`src/rtl/dest_reg_pipeline.sv`:
```
// Destination-register select and in-flight tracker for the MIPS datapath.
// Carries {addr, we} through DEPTH stages with stall/flush and reports source-register hits.
module dest_reg_pipeline #(
    parameter int ADDR_W  = 5,
    parameter int NUM_SRC = 3,
    parameter int SEL_W   = $clog2(NUM_SRC),
    parameter int DEPTH   = 3,
    parameter int IDX_W   = (DEPTH > 1) ? $clog2(DEPTH) : 1
) (
    input  logic                      clk,
    input  logic                      rst_n,
    input  logic [NUM_SRC*ADDR_W-1:0] src_addr,
    input  logic [SEL_W-1:0]          sel,
    input  logic                      reg_write,
    input  logic                      stall,
    input  logic                      flush,
    input  logic [ADDR_W-1:0]         rs_addr,
    input  logic [ADDR_W-1:0]         rt_addr,
    output logic [DEPTH*ADDR_W-1:0]   stage_addr,
    output logic [DEPTH-1:0]          stage_we,
    output logic [ADDR_W-1:0]         wb_addr,
    output logic                      wb_we,
    output logic [DEPTH-1:0]          rs_hit,
    output logic [DEPTH-1:0]          rt_hit,
    output logic                      rs_fwd_valid,
    output logic                      rt_fwd_valid,
    output logic [IDX_W-1:0]          rs_fwd_idx,
    output logic [IDX_W-1:0]          rt_fwd_idx
);

    logic [ADDR_W-1:0] addr_in;
    logic              we_in;
    logic              sel_ok;
    logic [ADDR_W-1:0] st_addr [DEPTH];
    logic [DEPTH-1:0]  st_we;

    // An out-of-range select yields a bubble; writes to r0 are never tracked.
    always_comb begin
        addr_in = '0;
        sel_ok  = 1'b0;
        for (int i = 0; i < NUM_SRC; i++) begin
            if (int'(sel) == i) begin
                addr_in = src_addr[i*ADDR_W +: ADDR_W];
                sel_ok  = 1'b1;
            end
        end
        we_in = sel_ok & reg_write & (addr_in != '0);
    end

    always_ff @(posedge clk or negedge rst_n) begin
        if (!rst_n) begin
            st_addr[0] <= '0;
            st_we[0]   <= 1'b0;
        end else if (flush) begin
            st_addr[0] <= '0;
            st_we[0]   <= 1'b0;
        end else if (!stall) begin
            st_addr[0] <= addr_in;
            st_we[0]   <= we_in;
        end
    end

    genvar k;
    generate
        for (k = 1; k < DEPTH; k++) begin : g_stage
            always_ff @(posedge clk or negedge rst_n) begin
                if (!rst_n) begin
                    st_addr[k] <= '0;
                    st_we[k]   <= 1'b0;
                end else if (k == 1 && stall) begin
                    st_addr[k] <= '0;
                    st_we[k]   <= 1'b0;
                end else begin
                    st_addr[k] <= st_addr[k-1];
                    st_we[k]   <= st_we[k-1];
                end
            end
        end

        for (k = 0; k < DEPTH; k++) begin : g_hit
            assign stage_addr[k*ADDR_W +: ADDR_W] = st_addr[k];
            assign rs_hit[k] = st_we[k] & (st_addr[k] == rs_addr) & (rs_addr != '0);
            assign rt_hit[k] = st_we[k] & (st_addr[k] == rt_addr) & (rt_addr != '0);
        end
    endgenerate

    assign stage_we     = st_we;
    assign wb_addr      = st_addr[DEPTH-1];
    assign wb_we        = st_we[DEPTH-1];
    assign rs_fwd_valid = |rs_hit;
    assign rt_fwd_valid = |rt_hit;

    // Scan oldest to youngest so the youngest hit overwrites.
    always_comb begin
        rs_fwd_idx = '0;
        rt_fwd_idx = '0;
        for (int j = DEPTH - 1; j >= 0; j--) begin
            if (rs_hit[j]) rs_fwd_idx = IDX_W'(j);
            if (rt_hit[j]) rt_fwd_idx = IDX_W'(j);
        end
    end

endmodule

```
`config.mk`:
```
export PLATFORM = sky130hd
export DESIGN_NAME = dest_reg_pipeline
export DESIGN_NICKNAME = d
export VERILOG_FILES = /design/src/rtl/dest_reg_pipeline.sv
export SDC_FILE = /design/constraint.sdc
export NUM_CORES = 1
export LEC_CHECK = 0
export BUFFER_PORTS_ARGS = -buffer_cell sky130_fd_sc_hd__buf_2
export CORE_MARGIN = 2
export CORE_UTILIZATION = 39
export DETAILED_ROUTE_END_ITERATION = 10
export PLACE_DENSITY = 0.85
export SETUP_SLACK_MARGIN = 0.15
export SLEW_MARGIN = 25
export SYNTH_ARGS = -nofsm -noshare
export SYNTH_HDL_FRONTEND = slang
export SYNTH_SLANG_ARGS = --single-unit
```
`constraint.sdc`:
```
create_clock -name clk -period 1.6 [get_ports clk]
set_input_delay 0.32 -clock clk [delete_from_list [all_inputs] [get_ports clk]]
set_output_delay 0.32 -clock clk [all_outputs]
set_load 0.01 [all_outputs]
```
==> run_results.csv, run 1 <==
group,metric,value,unit
setup_path,worstPathCellList,"xnor2_1, nand4_1, or4_4, buf_6, nor3_2, buf_2",
route,viasPerCell,5.17,
logic_synthesis,syn_avg_cell_area,10.3,um2
setup_path,cp_num_buf_inv,2,
sta,achievable-frequency,0.468,GHz
grt,grt_pass1_wl,5160,um
placed_design,routabilityCongestion,0.884,
logic_synthesis,yosys.area.top_type,"sky130_fd_sc_hd__dfrtp_1",
logic_synthesis,synth.ff_latch_count,18,
power,power.leakage,0.00105,uW
logic_synthesis,synth_sequential_area_ratio,38.5,%
route,vias,1240,
cells_and_area,design.final.nets,243,
sta,finalClockSkew,0.000785,ns
grt,global_route.usage.total,19.9,%
die,core.rowCount,19,
sta,grt_setup_unrepaired,"true",
logic_synthesis,async_reset_ff_share,100,%
logic_synthesis,netlist.area_leader.share,38.5,%
cells_and_area,area_delta_synth_final,67.6,%
status,status,"finished, violations left",
route,drtAntennaViolNets,0,
grt,via_count_of_the_first_global_routing_pass,1166,
setup_path,reg2regPathDepth,3,
setup_path,cp_delay_by_family_top,"simple AND/OR/NAND/NOR gates",
logic_synthesis,netlist_instances,114,
route,detailedRoute.firstPassIterationCount,7,
logic_synthesis,yosys.cell_types.count,22,
route,wl_per_cell,14.2,um
route,detail_route.wirelength,3420,um
logic_synthesis,most_frequent_cells_after_synthesis,"18 x sky130_fd_sc_hd__dfrtp_1, 18 x sky130_fd_sc_hd__xnor2_1, 12 x sky130_fd_sc_hd__xor2_1",
grt,grt_max_degree,19,
clocking,cts_made_buffers,3,
clocking,number_of_levels_the_h_tree_was_split_into,1,
logic_synthesis,syn_area,0.00117,mm2
grt,antenna_found_initial,0,
clocking,cts_root_buffer_type,"sky130_fd_sc_hd__clkbuf_4",
sta,setup_viol_count_final,12,
power,power.density,515,mW/mm2
hold_path,whs_path_depth,2,
run,max_cap_viol_count,0,
status,failed_checks,"design-rule violations, negative setup slack",
logic_synthesis,ys_dominant_reg_cell,"sky130_fd_sc_hd__dfrtp_1",
clocking,cts_buffer_depth,2,
die,die-area,0.00345,mm2
setup_path,crit_path_category,"flip-flop to output port",
clocking,worst_path_clk_slew,0.09,ns
clocking,clock_sinks,18,
sta,timing_hold_violations_final,0,
sta,tns,-5.17,ns
setup_path,worst_r2r_endpoint,"stage_we[0]",
setup_path,cp-end-kind,"output port",
sta,fin_crit,2.14,ns
die,chipWidth,58.8,um
die,floorplan.core_area,0.00281,mm2
power,ir_worst_vdd,328,uV
logic_synthesis,yosysWarnings,0,
setup_path,timing.critical_path.slowest_stage_cell,"sky130_fd_sc_hd__or4_4",
logic_synthesis,synth_enable_flop_cells,0,
die,pin_count,68,
placed_design,dpl.hpwl,2560,um
sta,final_max_slew_viol_count,0,
cells_and_area,drive_above_1_share,61.2,%
placed_design,worst_setup_slack_post_dpl,-0.482,ns
clocking,worst_skew_pair.late_latency,0.28,ns
hold_path,hold_path.startpoint,"flush",
grt,grt_remaining_overflow,0,
setup_path,worst-endpoint-arrival,1.82,ns
die,initial_core_util,41.7,%
route,drc_errors,10,
setup_path,startpoint_of_the_most_critical_register_to_register_path,"stage_we[0]",
cells_and_area,n_fill_cell,199,
hold_path,hold-path-endpoint,"stage_addr[0]",
placed_design,buffer_ports.inserted,67,
sta,timing.slew.headroom,73.7,%
setup_path,worstSetupStartpointType,"flip-flop",
logic_synthesis,synth.top_cells.by_area,"sky130_fd_sc_hd__dfrtp_1 39%, sky130_fd_sc_hd__xnor2_1 13%, sky130_fd_sc_hd__xor2_1 9.0%",
sta,worst_slack,-0.538,ns
hold_path,hold_class,"input port to flip-flop",
setup_path,crit_path_max_fanout,3,
logic_synthesis,syn-num-nets,146,
sta,period_share,134,%
setup_path,r2r_setup_slack,0.64,ns
route,drt_iter0_drc,43,
setup_path,slowest_delay,0.44,ns
cells_and_area,ant_cells,0,
setup_path,timing.critical_path.required,1.28,ns
die,die-height,58.8,um
power,totalPowerFinal,1010,uW
clocking,tritoncts,"built",
sta,worst_pin_slew,0.394,ns
where the power goes:
part / total [uW] / internal (uW) / leakage, uW / switching [uW]
registers: 501 / 474 / 0.000241 / 26.7
logic: 304 / 163 / 0.000794 / 141
clock network: 205 / 87.2 / 0.0000138 / 118
total: 1010 / 724 / 0.00105 / 285
logic make-up (layout without fill, tap and decap cells):
| group | after synthesis | after routing | share of synthesized area, % |
|---|---|---|---|
| and+or+nand+nor | 39 | 39 | 20.6 |
| xor gates and xnor gates | 30 | 30 | 22.5 |
| muxes | 10 | 10 | 8.56 |
| AOI/OAI and AO/OA | 7 | 7 | 4.71 |
| DFF | 18 | 18 | 38.5 |
| buffers and inverters | 10 | 105 | 5.13 |
through the flow:
step	instances	hold WS [ns]	util (%)	cell area, um2
after floorplan	114	0.0244	-	1220
final	240	0.285	69.9	1960
after detailed placement	234	0.263	62.9	1760
after CTS	238	0.271	66.3	1860
after global placement	234	0.256	62.9	1760
after global routing	240	0.294	69.9	1960
how the worst max path moves through the flow:
stage,slack (ns),end,from,cells after the start
final,-0.54,rt_fwd_idx[1],wb_addr[4],6
after global routing,-0.68,rt_fwd_idx[1],wb_addr[4],6
after CTS,-0.53,rt_fwd_idx[1],wb_addr[3],6
after detailed placement,-0.48,rs_fwd_valid,rs_addr[2],6
after global placement,-0.47,rs_fwd_valid,rs_addr[2],6
after floorplan,-0.22,rs_fwd_valid,rs_addr[2],4
state kept, by name, indices dropped and copies added, names as in the netlist:
signal / count
wb_addr: 5
stage_addr: 10
stage_we: 2
wb_we: 1
layer usage:
layer	share of wire [%]	up-vias	GRT usage (%)
met5	0	-	0
met4	3.1	0	9.74
met3	8.8	10	1.76
met2	52	75	38.3
met1	36	563	21.3
li1	-	592	-
area by class of cell:
type / instances / area (um2) / area share (%)
Timing Repair Buffer: 100 / 661 / 33.7
Inverter: 2 / 7.51 / 0.383
Multi-Input combinational cell: 86 / 777 / 39.6
Tap cell: 31 / 38.8 / 1.98
Clock buffer: 3 / 22.5 / 1.15
Sequential cell: 18 / 454 / 23.2
cell usage in the layout (no fill, tap or decap), drive strengths merged:
cell,count
a21oi,1
a31oi,1
and3b,1
buf,99
clkbuf,3
dfrtp,18
dlygate4sd3,1
inv,2
mux2i,10
nand2,1
nand4,6
nor2,8
nor2b,9
nor3,4
nor4,4
o2bb2ai,5
or3b,2
or4,4
xnor2,18
xor2,12
repair_timing:
| action | in CTS | in global routing |
|---|---|---|
| buffers inserted | 0 | 2 |
| pin swaps | 6 | 9 |
| endpoints found under the setup margin | 12 | 12 |
| endpoints found under the hold margin | 18 | 0 |
| resized for setup | 13 | 18 |
| hold buffers | 1 | 0 |
Power figures use the tool's default switching activity.
==> run 2: changes to the inputs <==
--- a/config.mk
+++ b/config.mk
@@ -8,2 +8,3 @@
 export BUFFER_PORTS_ARGS = -buffer_cell sky130_fd_sc_hd__buf_2
+export CORE_ASPECT_RATIO = 0.6
 export CORE_MARGIN = 2
@@ -17 +18,2 @@
 export SYNTH_SLANG_ARGS = --single-unit
+export TNS_END_PERCENT = 1
==> constraint.sdc (replaced) <==
create_clock -name clk -period 1.6 [get_ports clk]
set_input_delay 0.16 -clock clk [delete_from_list [all_inputs] [get_ports clk]]
set_output_delay 0.16 -clock clk [all_outputs]
set_load 0.01 [all_outputs]
==> run_results.csv, run 2 (synthesized netlist as in run 1, its figures left out) <==
group,metric,value,unit
power,totalPowerFinal,1120,uW
grt,grt_remaining_overflow,0,
cells_and_area,drive_above_1_share,53.0,%
die,floorplan.core_area,0.00287,mm2
hold_path,hold_class,"input port to flip-flop",
setup_path,worstSetupStartpointType,"flip-flop",
setup_path,worst-endpoint-arrival,1.77,ns
setup_path,timing.critical_path.required,1.44,ns
route,detail_route.wirelength,3110,um
grt,grt_pass1_wl,4760,um
cells_and_area,postLayoutCellArea,0.00181,mm2
placed_design,dpl.hpwl,2440,um
die,die-height,46.4,um
die,chipWidth,74.7,um
placed_design,routabilityCongestion,0.818,
clocking,worst_path_clk_slew,0.07,ns
sta,tns,-2.25,ns
cells_and_area,layout_common_cells,"65 x sky130_fd_sc_hd__buf_2, 22 x sky130_fd_sc_hd__buf_4, 18 x sky130_fd_sc_hd__xnor2_1, 17 x sky130_fd_sc_hd__dfrtp_1, 12 x sky130_fd_sc_hd__xor2_1",
setup_path,crit_path_max_fanout,3,
power,swShare,26.4,%
clocking,cts_made_buffers,3,
route,drt_iter0_drc,37,
cells_and_area,design.final.nets,235,
status,failed_checks,"negative setup slack",
die,core.rowCount,15,
cells_and_area,number_of_flip_flops_under_the_largest_register_name,10,
setup_path,cp-end-kind,"output port",
route,detailedRoute.firstPassIterationCount,4,
die,pin_count,68,
route,drc_errors,0,
grt,via_count_of_the_first_global_routing_pass,1090,
cells_and_area,area_delta_synth_final,54.4,%
power,power.share.clock,32.2,%
clocking,number_of_levels_the_h_tree_was_split_into,1,
die,initial_core_util,40.7,%
power,power.density,622,mW/mm2
clocking,tritoncts,"built",
sta,period_share,120,%
sta,timing.slew.headroom,74.4,%
power,ir_worst_vdd,274,uV
setup_path,crit_path_category,"flip-flop to output port",
power,power.leakage,0.00100,uW
clocking,cts_buffer_depth,2,
route,wl_per_cell,12.8,um
sta,timing_hold_violations_final,0,
status,status,"finished, violations left",
sta,worst_pin_slew,0.384,ns
clocking,clock_sinks,18,
power,p_switching,296,uW
route,drtAntennaViolNets,0,
sta,hold_slack_final,0.157,ns
run,max_cap_viol_count,0,
route,vias,1187,
sta,setup_viol_count_final,12,
power,share_seq_of_total_power,44.7,%
sta,achievable-frequency,0.519,GHz
grt,global_route.usage.total,18.8,%
sta,grt_setup_unrepaired,"true",
placed_design,numPlacedInstances,235,
sta,finalClockSkew,0.00107,ns
die,die-area,0.00347,mm2
grt,grt_max_degree,19,
power,pwr-share-comb,23.1,%
cells_and_area,ant_cells,0,
route,viasPerCell,4.86,
sta,final_max_slew_viol_count,0,
cells_and_area,final_common_cell,"sky130_fd_sc_hd__buf_2",
grt,antenna_found_initial,0,
placed_design,buffer_ports.inserted,67,
clocking,worst_skew_pair.late_latency,0.25,ns
power,internal-power,827,uW
sta,fin_crit,1.93,ns
cells_and_area,instances_no_fill,244,
sta,worst_slack,-0.327,ns
placed_design,postPlaceCellArea,0.00168,mm2
clocking,cts_root_buffer_type,"sky130_fd_sc_hd__clkbuf_8",
-- run 2: cell count changes in the layout (fill, tap and decap cells not counted), sizes merged --
cell and change:
clkbuf +1, buf -8
-- run 2: final timing paths --
path	slack, ns	depth (start not counted)	startpoint	endpoint
max in group asynchronous	0.93	2	rst_n	stage_addr[1]
worst max register to register	0.59	3	stage_we[0]	stage_we[0]
worst min register to register	0.45	0	stage_we[1]	wb_we
worst max-delay path	-0.33	6	wb_addr[2]	rt_fwd_idx[1]
min in group asynchronous	0.37	2	rst_n	stage_addr[2]
worst min-delay path	0.16	2	flush	stage_addr[4]
-- run 2: power groups by stage --
| stage | sequential (uW) | combinational (uW) | clock, uW |
|---|---|---|---|
| global placement | 510 | 246 | 0 |
| finish | 502 | 259 | 362 |
| global route | 505 | 286 | 396 |
| floorplan | 514 | 118 | 0 |
| CTS | 502 | 259 | 371 |
| detailed placement | 511 | 252 | 0 |
-- run 2: cell type report --
class                   instances  area [um2]
fillers                       228        1060
multi-input cells              86         694
repair buffers                 92         546
flip-flops and latches         18         452
clock buffers                   4        55.1
well taps                      42        52.6
inverters                       2        7.51
-- run 2: repair_timing --
action,4_1_cts,5_1_grt
setup endpoints to repair,12,12
endpoints found under the hold margin,18,0
buffers inserted,3,1
pin swaps,5,2
resized for setup,7,1
hold buffers,1,0
-- run 2: worst max-delay path, cell delays in order, from the launching register on --
cell and delay (ns):
sky130_fd_sc_hd__dfrtp_1 0.42, sky130_fd_sc_hd__xnor2_1 0.16, sky130_fd_sc_hd__nand4_1 0.13, sky130_fd_sc_hd__or4_4 0.44
sky130_fd_sc_hd__buf_6 0.13, sky130_fd_sc_hd__nor3_2 0.09, sky130_fd_sc_hd__buf_2 0.15
-- run 2: layer usage --
metal	up-vias	track usage, %	share of wire [%]
li1	572	-	-
met1	546	23.2	46
met2	61	32.2	45
met3	8	3.50	7.2
met4	0	9.29	2.0
met5	-	0	0
-- run 2: metrics by stage --
step | setup WS (ns) | utilization, %
after floorplan | 0.0589 | -
after global placement | -0.158 | 58.5
after detailed placement | -0.186 | 58.5
after CTS | -0.340 | 62.5
after global routing | -0.447 | 62.9
final | -0.327 | 62.9
